**src/rtl/uart_rx_ctrl_pkg.sv**
```systemverilog
// Shared frame constants and receiver state encoding for the UART receive path.
package uart_rx_ctrl_pkg;

    localparam int unsigned DATA_BITS    = 8;
    localparam int unsigned WDOG_DEFAULT = 128;

    typedef enum logic [2:0] {
        StIdle,
        StStart,
        StData,
        StStop,
        StBreak
    } rx_state_e;

endpackage

```
**src/rtl/uart_baud_strobe.sv**
```systemverilog
// Programmable sample-strobe generator; one samp_clk pulse every divisor+1 cycles.
module uart_baud_strobe (
    input  logic        clk,
    input  logic        reset,
    input  logic        enable,
    input  logic [15:0] divisor,
    output logic        samp_clk
);

    logic [15:0] cnt_q;
    logic [15:0] div_q;
    logic        en_q;

    // The extra strobe on the enable 1->0 cycle lets the receiver see its reset.
    always_comb begin
        samp_clk = 1'b0;
        if (reset) begin
            samp_clk = 1'b0;
        end else if (enable) begin
            samp_clk = (cnt_q == div_q);
        end else begin
            samp_clk = en_q;
        end
    end

    always_ff @(posedge clk) begin
        if (reset || !enable) begin
            cnt_q <= 16'd0;
            div_q <= divisor;
        end else if (samp_clk) begin
            cnt_q <= 16'd0;
            div_q <= divisor;
        end else begin
            cnt_q <= cnt_q + 16'd1;
        end
        en_q <= reset ? 1'b0 : enable;
    end

endmodule

```
**src/rtl/uart_rx.sv**
```systemverilog
// Oversampling UART receiver: idle 0, start 1, inverted data LSB first, stop 0.
module uart_rx
    import uart_rx_ctrl_pkg::*;
#(
    parameter int unsigned OVERSAMPLE = 3
) (
    input  logic                 clk,
    input  logic                 reset,
    input  logic                 samp_clk,
    input  logic                 in,
    output logic [0:DATA_BITS-1] out,
    output logic                 ready,
    output logic                 err,
    output logic                 busy
);

    localparam logic [OVERSAMPLE-1:0] LAST    = '1;
    localparam logic [OVERSAMPLE-1:0] HALF_M1 = OVERSAMPLE'((1 << OVERSAMPLE) / 2 - 1);
    localparam int unsigned           BW      = $clog2(DATA_BITS);

    rx_state_e              state_q, state_d;
    logic [OVERSAMPLE-1:0]  scnt_q, scnt_d;
    logic [BW-1:0]          bit_q, bit_d;
    logic [0:DATA_BITS-1]   shreg_q, shreg_d;
    logic                   ready_d, err_d;

    always_comb begin
        state_d = state_q;
        scnt_d  = scnt_q;
        bit_d   = bit_q;
        shreg_d = shreg_q;
        ready_d = 1'b0;
        err_d   = 1'b0;
        if (samp_clk) begin
            if (reset) begin
                state_d = StIdle;
                scnt_d  = '0;
                bit_d   = '0;
                shreg_d = '0;
            end else begin
                unique case (state_q)
                    StIdle: begin
                        if (in) begin
                            state_d = StStart;
                            scnt_d  = '0;
                        end
                    end
                    StStart: begin
                        if (scnt_q == HALF_M1) begin
                            scnt_d  = '0;
                            bit_d   = '0;
                            state_d = in ? StData : StIdle;
                        end else begin
                            scnt_d = scnt_q + 1'b1;
                        end
                    end
                    StData: begin
                        if (scnt_q == LAST) begin
                            scnt_d         = '0;
                            shreg_d[bit_q] = ~in;
                            if (bit_q == BW'(DATA_BITS - 1)) state_d = StStop;
                            else bit_d = bit_q + 1'b1;
                        end else begin
                            scnt_d = scnt_q + 1'b1;
                        end
                    end
                    StStop: begin
                        if (scnt_q == LAST) begin
                            scnt_d  = '0;
                            ready_d = ~in;
                            state_d = in ? StBreak : StIdle;
                        end else begin
                            scnt_d = scnt_q + 1'b1;
                        end
                    end
                    // Bad stop bit: report once the line returns to idle, stay busy meanwhile.
                    StBreak: begin
                        if (!in) begin
                            err_d   = 1'b1;
                            state_d = StIdle;
                        end
                    end
                    default: state_d = StIdle;
                endcase
            end
        end
    end

    always_ff @(posedge clk) begin
        state_q <= state_d;
        scnt_q  <= scnt_d;
        bit_q   <= bit_d;
        shreg_q <= shreg_d;
        ready   <= ready_d;
        err     <= err_d;
    end

    assign out  = shreg_q;
    assign busy = (state_q != StIdle);

endmodule

```
**src/rtl/uart_rx_ctrl.sv**
```systemverilog
// Receive-side wrapper: strobe generation, receiver reset/watchdog, byte FIFO and status.
module uart_rx_ctrl
    import uart_rx_ctrl_pkg::*;
#(
    parameter int unsigned OVERSAMPLE   = 3,
    parameter int unsigned DEPTH_LOG2   = 2,
    parameter int unsigned WDOG_STROBES = WDOG_DEFAULT
) (
    input  logic        ref_clk,
    input  logic        reset,
    input  logic        rx_in,
    input  logic        enable,
    input  logic [15:0] divisor,
    output logic [7:0]  m_data,
    output logic        m_valid,
    input  logic        m_ready,
    output logic        overflow,
    output logic [7:0]  err_count,
    input  logic        err_clear,
    output logic        rx_busy
);

    localparam int unsigned DEPTH = 1 << DEPTH_LOG2;
    localparam int unsigned WW    = $clog2(WDOG_STROBES) + 1;

    logic                 samp_clk, rx_strobe, rx_rst, rx_ready, rx_err;
    logic [0:DATA_BITS-1] rx_out;
    logic [7:0]           rx_byte;
    logic [WW-1:0]        wcnt_q;
    logic                 wdog_q, wdog_trip, err_event;
    logic [7:0]           mem_q [DEPTH];
    logic [DEPTH_LOG2:0]  wr_ptr_q, rd_ptr_q;
    logic                 full, pop, push_ok, drop;

    uart_baud_strobe u_strobe (
        .clk      (ref_clk),
        .reset    (reset),
        .enable   (enable),
        .divisor  (divisor),
        .samp_clk (samp_clk)
    );

    assign rx_rst    = reset | ~enable | wdog_q;
    // The receiver only honours reset on strobes, so force one while the block is in reset.
    assign rx_strobe = samp_clk | reset;

    uart_rx #(
        .OVERSAMPLE (OVERSAMPLE)
    ) u_rx (
        .clk      (ref_clk),
        .reset    (rx_rst),
        .samp_clk (rx_strobe),
        .in       (rx_in),
        .out      (rx_out),
        .ready    (rx_ready),
        .err      (rx_err),
        .busy     (rx_busy)
    );

    always_comb begin
        rx_byte = '0;
        for (int i = 0; i < 8; i++) rx_byte[i] = rx_out[i];
    end

    assign wdog_trip = samp_clk && rx_busy && !rx_rst && (wcnt_q == WW'(WDOG_STROBES - 1));
    assign err_event = rx_err | wdog_trip;

    assign full    = (wr_ptr_q[DEPTH_LOG2] != rd_ptr_q[DEPTH_LOG2]) &&
                     (wr_ptr_q[DEPTH_LOG2-1:0] == rd_ptr_q[DEPTH_LOG2-1:0]);
    assign m_valid = (wr_ptr_q != rd_ptr_q);
    assign m_data  = mem_q[rd_ptr_q[DEPTH_LOG2-1:0]];
    assign pop     = m_valid && m_ready;
    assign push_ok = rx_ready && (!full || pop);
    assign drop    = rx_ready && full && !pop;

    always_ff @(posedge ref_clk) begin
        if (reset) begin
            wcnt_q    <= '0;
            wdog_q    <= 1'b0;
            wr_ptr_q  <= '0;
            rd_ptr_q  <= '0;
            overflow  <= 1'b0;
            err_count <= 8'd0;
            for (int i = 0; i < DEPTH; i++) mem_q[i] <= 8'd0;
        end else begin
            if (samp_clk) wdog_q <= wdog_trip;
            if (!rx_busy || rx_rst) wcnt_q <= '0;
            else if (samp_clk) wcnt_q <= wcnt_q + 1'b1;

            if (push_ok) begin
                mem_q[wr_ptr_q[DEPTH_LOG2-1:0]] <= rx_byte;
                wr_ptr_q <= wr_ptr_q + 1'b1;
            end
            if (pop) rd_ptr_q <= rd_ptr_q + 1'b1;

            if (err_clear) begin
                overflow  <= drop;
                err_count <= {7'd0, err_event};
            end else begin
                if (drop) overflow <= 1'b1;
                if (err_event && err_count != 8'hFF) err_count <= err_count + 8'd1;
            end
        end
    end

endmodule
```
**config.mk**
```make
export PLATFORM = sky130hd
export DESIGN_NAME = uart_rx_ctrl
export DESIGN_NICKNAME = d
export VERILOG_FILES = /design/src/rtl/uart_rx_ctrl_pkg.sv /design/src/rtl/uart_baud_strobe.sv /design/src/rtl/uart_rx.sv /design/src/rtl/uart_rx_ctrl.sv
export SDC_FILE = /design/constraint.sdc
export NUM_CORES = 1
export LEC_CHECK = 0
export ABC_AREA = 1
export BUFFER_PORTS_ARGS = -buffer_cell sky130_fd_sc_hd__buf_2
export CAP_MARGIN = 15
export CORE_ASPECT_RATIO = 2
export CORE_UTILIZATION = 55
export CTS_CLUSTER_DIAMETER = 30
export DETAILED_ROUTE_END_ITERATION = 6
export PLACE_DENSITY = 0.74
export SLEW_MARGIN = 20
export SYNTH_ARGS = -nofsm -noshare
export SYNTH_HDL_FRONTEND = slang
export SYNTH_SLANG_ARGS = --single-unit
```
**constraint.sdc**
```tcl
create_clock -name ref_clk -period 2.1 [get_ports ref_clk]
set_input_delay 0 -clock ref_clk [delete_from_list [all_inputs] [get_ports ref_clk]]
set_output_delay 0 -clock ref_clk [all_outputs]
set_load 0.03 [all_outputs]
```
Yosys cells after proc, flatten, opt, wreduce, memory -nomap -nowiden:

Memory sizes are Yosys's and may differ from the RTL's. A register that Yosys moved wholly into a read port is not among the register bits.
Cells that the tools add are included.

* bits of input ports: 22
* logic and storage cells: 136
* output and inout port bits: 19
* register bits after elaboration: 76
* memories kept: 1
* memory bits (writable): 32

* $add $sub $neg: 7
* order comparisons: 2
* equality and inequality tests: 20
* mux-type cells: 41
* reductions and logical operators: 38
* bitwise gates (word level): 11

Memories
* mem_q: words 4, bits a word 8, read ports 1, clocked after Yosys merged registers in 1, wr ports 4, line uart_rx_ctrl.sv:31 `logic [7:0] mem_q [DEPTH];`

Operators by type and width (number)
* $mux 3: 13
* $mux 16: 2
* $mux 8: 3
* $add 16x1->16 const B: 1
* $add 8x1->8 const B: 2
* $eq 16x16->1: 1
* $pmux 3 s5: 1
* $mux 1: 14
* $add 3x1->3 const B: 4
* $ne 3x2->1 const B: 4
* $logic_and 1x1->1: 10
* $reduce_bool 2->1: 5
* $eq 3x2->1 const B: 3
* $eq 3x3->1 const B: 3
* $ne 3x3->1 const B: 3
* $pmux 3 s3: 1
* $bwmux 8: 1
* $eq 8x7->1 const B: 1
* $mux 2: 4
* $ne 8x8->1 const B: 1
* $reduce_or 2->1: 4
* $reduce_or 8->1: 1
* $reduce_and 7->1: 1
* $not 1->1: 6
* 19 further kinds: 30

Logic depth before layout (Yosys ltp):

* depth in word-level cells: 10
* mapped depth: 14
* gate-level depth less buffers: 14

Modules after synthesis:

From an unflattened synthesis, not the netlist that was laid out.

* cells, all modules: 629
* area total of the unflattened synthesis: 5426.5 um^2

Modules (own cells, without submodules)
* uart_rx_ctrl: seq. area each 1481.4 um^2, cells each 321, area an instance 2811.4 um^2, times used 1
* uart_baud_strobe: seq. area each 820.8 um^2, cells each 180, area an instance 1515.2 um^2, times used 1
* uart_rx: seq. area each 550.5 um^2, cells each 128, area an instance 1099.8 um^2, times used 1

Worst setup path after synthesis:

OpenSTA, ideal clock, no wires.

* path type: register to register
* start: reg wr_ptr_q[0]
* end: mem mem_q[3][0], enable pin
* arrival: 1.492 ns
* buffers on the path: 0
* setup slack: 0.222 ns
* clock period less this slack: 1.878 ns
* required time: 1.713 ns
* cell stages (with the launch flop): 6
* library setup time: 0.387 ns
* cell sequence: dfxtp_1 xor2_1 a21oi_1 nand2_1 nand2_1 o31ai_1

RTL lines
* start, declared: line uart_rx_ctrl.sv:32 `logic [DEPTH_LOG2:0] wr_ptr_q, rd_ptr_q;`
* start signal, assigned: line uart_rx_ctrl.sv:92 `wr_ptr_q <= wr_ptr_q + 1'b1;`
* end, declared: line uart_rx_ctrl.sv:31

Worst setup path after layout:

* start: reg u_strobe.cnt_q[4]
* end: reg u_rx.bit_q[2], enable pin

* cells in the longest elaborated chain, start to end: 5

RTL lines
* start, declared: line uart_baud_strobe.sv:10 `logic [15:0] cnt_q;`
* start signal, assigned: line uart_baud_strobe.sv:34 `cnt_q <= cnt_q + 16'd1;`
* $eq 16x16->1: line uart_baud_strobe.sv:20 `samp_clk = (cnt_q == div_q);`
* $mux 1: line uart_baud_strobe.sv:19 `end else if (enable) begin`
* $mux 1: line uart_baud_strobe.sv:17 `if (reset) begin`
* $or 1x1->1: line uart_rx_ctrl.sv:45 `assign rx_strobe = samp_clk | reset;`
* $reduce_and 5->1 (no source line)
* end signal, assigned: line uart_rx.sv:92 `bit_q <= bit_d;`
* end, declared: line uart_rx.sv:23 `logic [BW-1:0] bit_q, bit_d;`

No other way between the ends.
A chain may end at the register's enable or synchronous reset.

==> flow_summary.toml <==
[pwr]
total_power_w = 0.00491
power_leakage_nw = 2.52
p_per_area_mw_per_mm2 = 796
ir_worst_vdd_mv = 0.732

[sta]
timing.hold.ws_ps = 9.83
fin_crit_sh_pct = 91.0
fin_skew_ps = 7.61
max_freq_mhz = 523
setup_viol = 0
min_period_ps = 1910
maxSlewViolCount = 0
slew_headroom_pct = 63.5
tightestPinTransition_ps = 548
final_hold_viol_count = 0

[cts]
cts_root_buffer = "clkbuf_16"
htree_levels = 3
clkLatencyLatePin_ps = 350
clk_path_buf_depth = 2
cts_made_buffers = 9
cts_tree = "yes"
cts.clk_slew.worst_paths_ps = 70
cts_sinks = 110

[setup_path]
rr_worst_depth = 14
crit_top_cell = "nand2_1"
crit_chain = "inv_1 -> nand2_1 -> nand2_1 -> nor2_1 -> nand2_1 -> nor2_1 -> nand2_2 -> nand2_4 -> nand2_1 -> nand2_2 -> nand2_2 -> a21oi_2 -> nand2_1 -> inv_1"
regToRegEndpoint = "u_rx.bit_q[2]"
crit_family = "simple AND/OR/NAND/NOR gates"
worstSetupPathType = "flop to flop"
rrSetupSlack_ps = 190
startpoint_type = "flop"
reg2reg_from = "u_strobe.cnt_q[4]"
crit_buf_inv = 2
crit_arrival_ps = 1970
crit_slowest_cell = "dfxtp_2"
critPathCaptureType = "flop"
crit_cells = 14
worstPathRequired_ps = 2160
worstPathMaxFanout = 5
critPathMaxStageDelay_ps = 370

[drt]
drc_errors = 3
routedWlPerCell_um = 13.8
antenna_left = 0
drt_iter0_markers = 168
wl_um = 10800
vias_per_cell = 5.26
firstDrtPassIters = 7
num_vias = 4110

[cells_and_area]
seq_area_mm2 = 0.00286
nNetsFinal = 705
syn_to_final_growth_pct = 17.4
stdcell_count = 781
multiInputGateArea_mm2 = 0.00207
num-fill-cells = 772
drive_gt1_share_pct = 16.5
diodes = 0

[synthesis]
ys_top_cells_by_area = "edfxtp_1 37%, dfxtp_1 17%, nand2_1 7.7%"
synth_fp_nets = 636
synth_area_mm2 = 0.00525
avgSynthCellArea_um2 = 8.71
synth_top_cell_area_share_pct = 37.2
ys_ff_latch = 110
ys_seq_area_share_pct = 54.3
ys_warn_count = 0
synth_cell_types = 39
yosysTopAreaCell = "edfxtp_1"
synthCells = 603

[min_path]
hp-class = "primary input to flop"
hold_end = "overflow"
worstHoldStart = "m_ready"
min_path_cells = 4

[grt]
grt.total_usage_pct = 23.3
grt_pass1_wl_um = 17800
grt_pass1_vias = 4143
antenna_found_initial = 0
grt_max_degree = 33
grt_overflow_total = 0

[floorplan]
die_h_um = 140
die_x_um = 71.1
start_util_pct = 56.3
io_pins = 41
rows = 50
core-area_mm2 = 0.00932
die_area_mm2 = 0.00997

[place]
dp_cells = 747
numPortBuffers = 40
dp_hpwl_um = 8100
gp_congestion = 0.782

[run]
maxCapViolCount = 0

[status]
violations = "DRC"
status = "complete, but fails checks"
-- cell usage after synthesis (all sizes together) --
library cell	number
nand2	120
nor3b	1
nand4	6
a31oi	2
or2	3
nor2	107
nand3b	2
o21bai	2
nor3	24
ha	11
nand3	24
xnor2	6
o21a	1
edfxtp	65
inv	85
a21oi	35
dfxtp	45
o22ai	9
and3	1
xor2	10
a22o	1
nor4	1
clkbuf	4
o21ai	32
o31ai	2
buf	2
o211ai	1
clkinv	1
-- logic make-up (layout without fill, tap and decap cells) --
group / count (synthesis) / count (layout) / synth area share [%]
buffers and inverters: 92 / 166 / 6.69
xor gates and xnor gates: 16 / 16 / 2.67
and+or+nand+nor: 289 / 289 / 24.9
AOI/OAI and AO/OA: 85 / 85 / 8.79
adders and majority gates: 11 / 11 / 2.62
DFF: 110 / 110 / 54.3
-- final cells by class --
type / count / area share, %
Clock buffer: 10 / 3.71
Clock inverter: 6 / 1.77
Inverter: 86 / 5.32
Multi-Input combinational cell: 401 / 33.6
Sequential cell: 110 / 46.4
Tap cell: 104 / 2.11
Timing Repair Buffer: 64 / 7.10
-- timing repair --
| item | CTS | global route |
|---|---|---|
| setup buffers | 0 | 0 |
| endpoints found under the setup margin | 8 | 38 |
| resized for setup | 1 | 12 |
| hold buffers | 18 | 0 |
| pin swaps | 0 | 0 |
| hold endpoints to repair | 21 | 0 |
-- metrics by stage --
step | area, µm² | utilization (%) | setup TNS [ps] | worst slack, ps
floorplan | 5250 | - | 0 | 222
global placement | 5620 | 60.3 | 0 | 97.4
detailed placement | 5620 | 60.3 | 0 | 2.95
CTS | 6140 | 65.8 | 0 | 30.0
global route | 6170 | 66.1 | -3.08 | -1.06
finish | 6170 | 66.1 | 0 | 190
-- worst min-delay path: stages --
cell and delay [ps]:
buf_2 90, nor2_1 40, nand2_1 100, o21ai_0 80
-- placed cells by master (no fill, tap or decap), types with 2 or more instances in the layout --
cell | Yosys | final
nand3b_1 | 2 | 2
nor2_2 | 6 | 6
buf_4 | 0 | 5
edfxtp_1 | 65 | 65
or2_2 | 3 | 3
ha_1 | 11 | 11
o21bai_1 | 2 | 2
clkbuf_16 | 0 | 9
o22ai_1 | 9 | 9
nor3_1 | 21 | 21
nand3_4 | 2 | 2
nand4_1 | 6 | 6
a21oi_1 | 34 | 34
dfxtp_2 | 0 | 8
nand3_1 | 21 | 21
xor2_1 | 10 | 10
nand2_2 | 10 | 12
o21ai_0 | 32 | 32
nor2_1 | 100 | 100
inv_2 | 8 | 8
a31oi_1 | 2 | 2
nand2_1 | 108 | 105
o31ai_1 | 2 | 2
buf_2 | 1 | 40
dlygate4sd3_1 | 0 | 18
bufinv_16 | 0 | 3
nand2_4 | 2 | 3
xnor2_1 | 6 | 6
dfxtp_1 | 45 | 37
nor3_2 | 2 | 2
inv_1 | 77 | 77
-- registers in the layout (all words and copies together), names as in the netlist, named ones only --
name,cells
err_count,8
mem_q,32
overflow,1
rd_ptr_q,3
u_rx.bit_q,3
u_rx.err,1
u_rx.out,8
u_rx.ready,1
u_rx.scnt_q,3
u_rx.state_q,3
u_strobe.cnt_q,16
u_strobe.div_q,16
u_strobe.en_q,1
wcnt_q,8
wdog_q,1
wr_ptr_q,3
-- how the worst max path moves through the flow --
| stage | slack (ps) | from | to |
|---|---|---|---|
| 2_1_floorplan | 220 | wr_ptr_q[0] | mem_q[3][0] |
| 3_3_place_gp | 100 | wr_ptr_q[1] | mem_q[2][1] |
| 3_5_place_dp | 3 | wr_ptr_q[1] | mem_q[2][4] |
| 4_1_cts | 30 | u_strobe.cnt_q[4] | u_rx.state_q[2] |
| 5_1_grt | -1 | u_strobe.div_q[4] | u_rx.bit_q[2] |
| 6_report | 190 | u_strobe.cnt_q[4] | u_rx.bit_q[2] |
-- where the power goes --
group / switching (W) / internal, W / total, W / leakage (nW)
Sequential: 0.0000668 / 0.00238 / 0.00245 / 1.03
Clock: 0.000742 / 0.00116 / 0.00191 / 0.163
Combinational: 0.000373 / 0.000180 / 0.000553 / 1.33
Total: 0.00118 / 0.00373 / 0.00491 / 2.52
-- routing by layer --
layer	share of wire (%)	up-vias	global-route usage, %
met5	0	-	0
met4	3.0	0	11.7
met3	2.5	26	4.03
met2	58	58	47.3
met1	36	1912	20.9
li1	-	2114	-
Power figures use the tool's default switching activity.
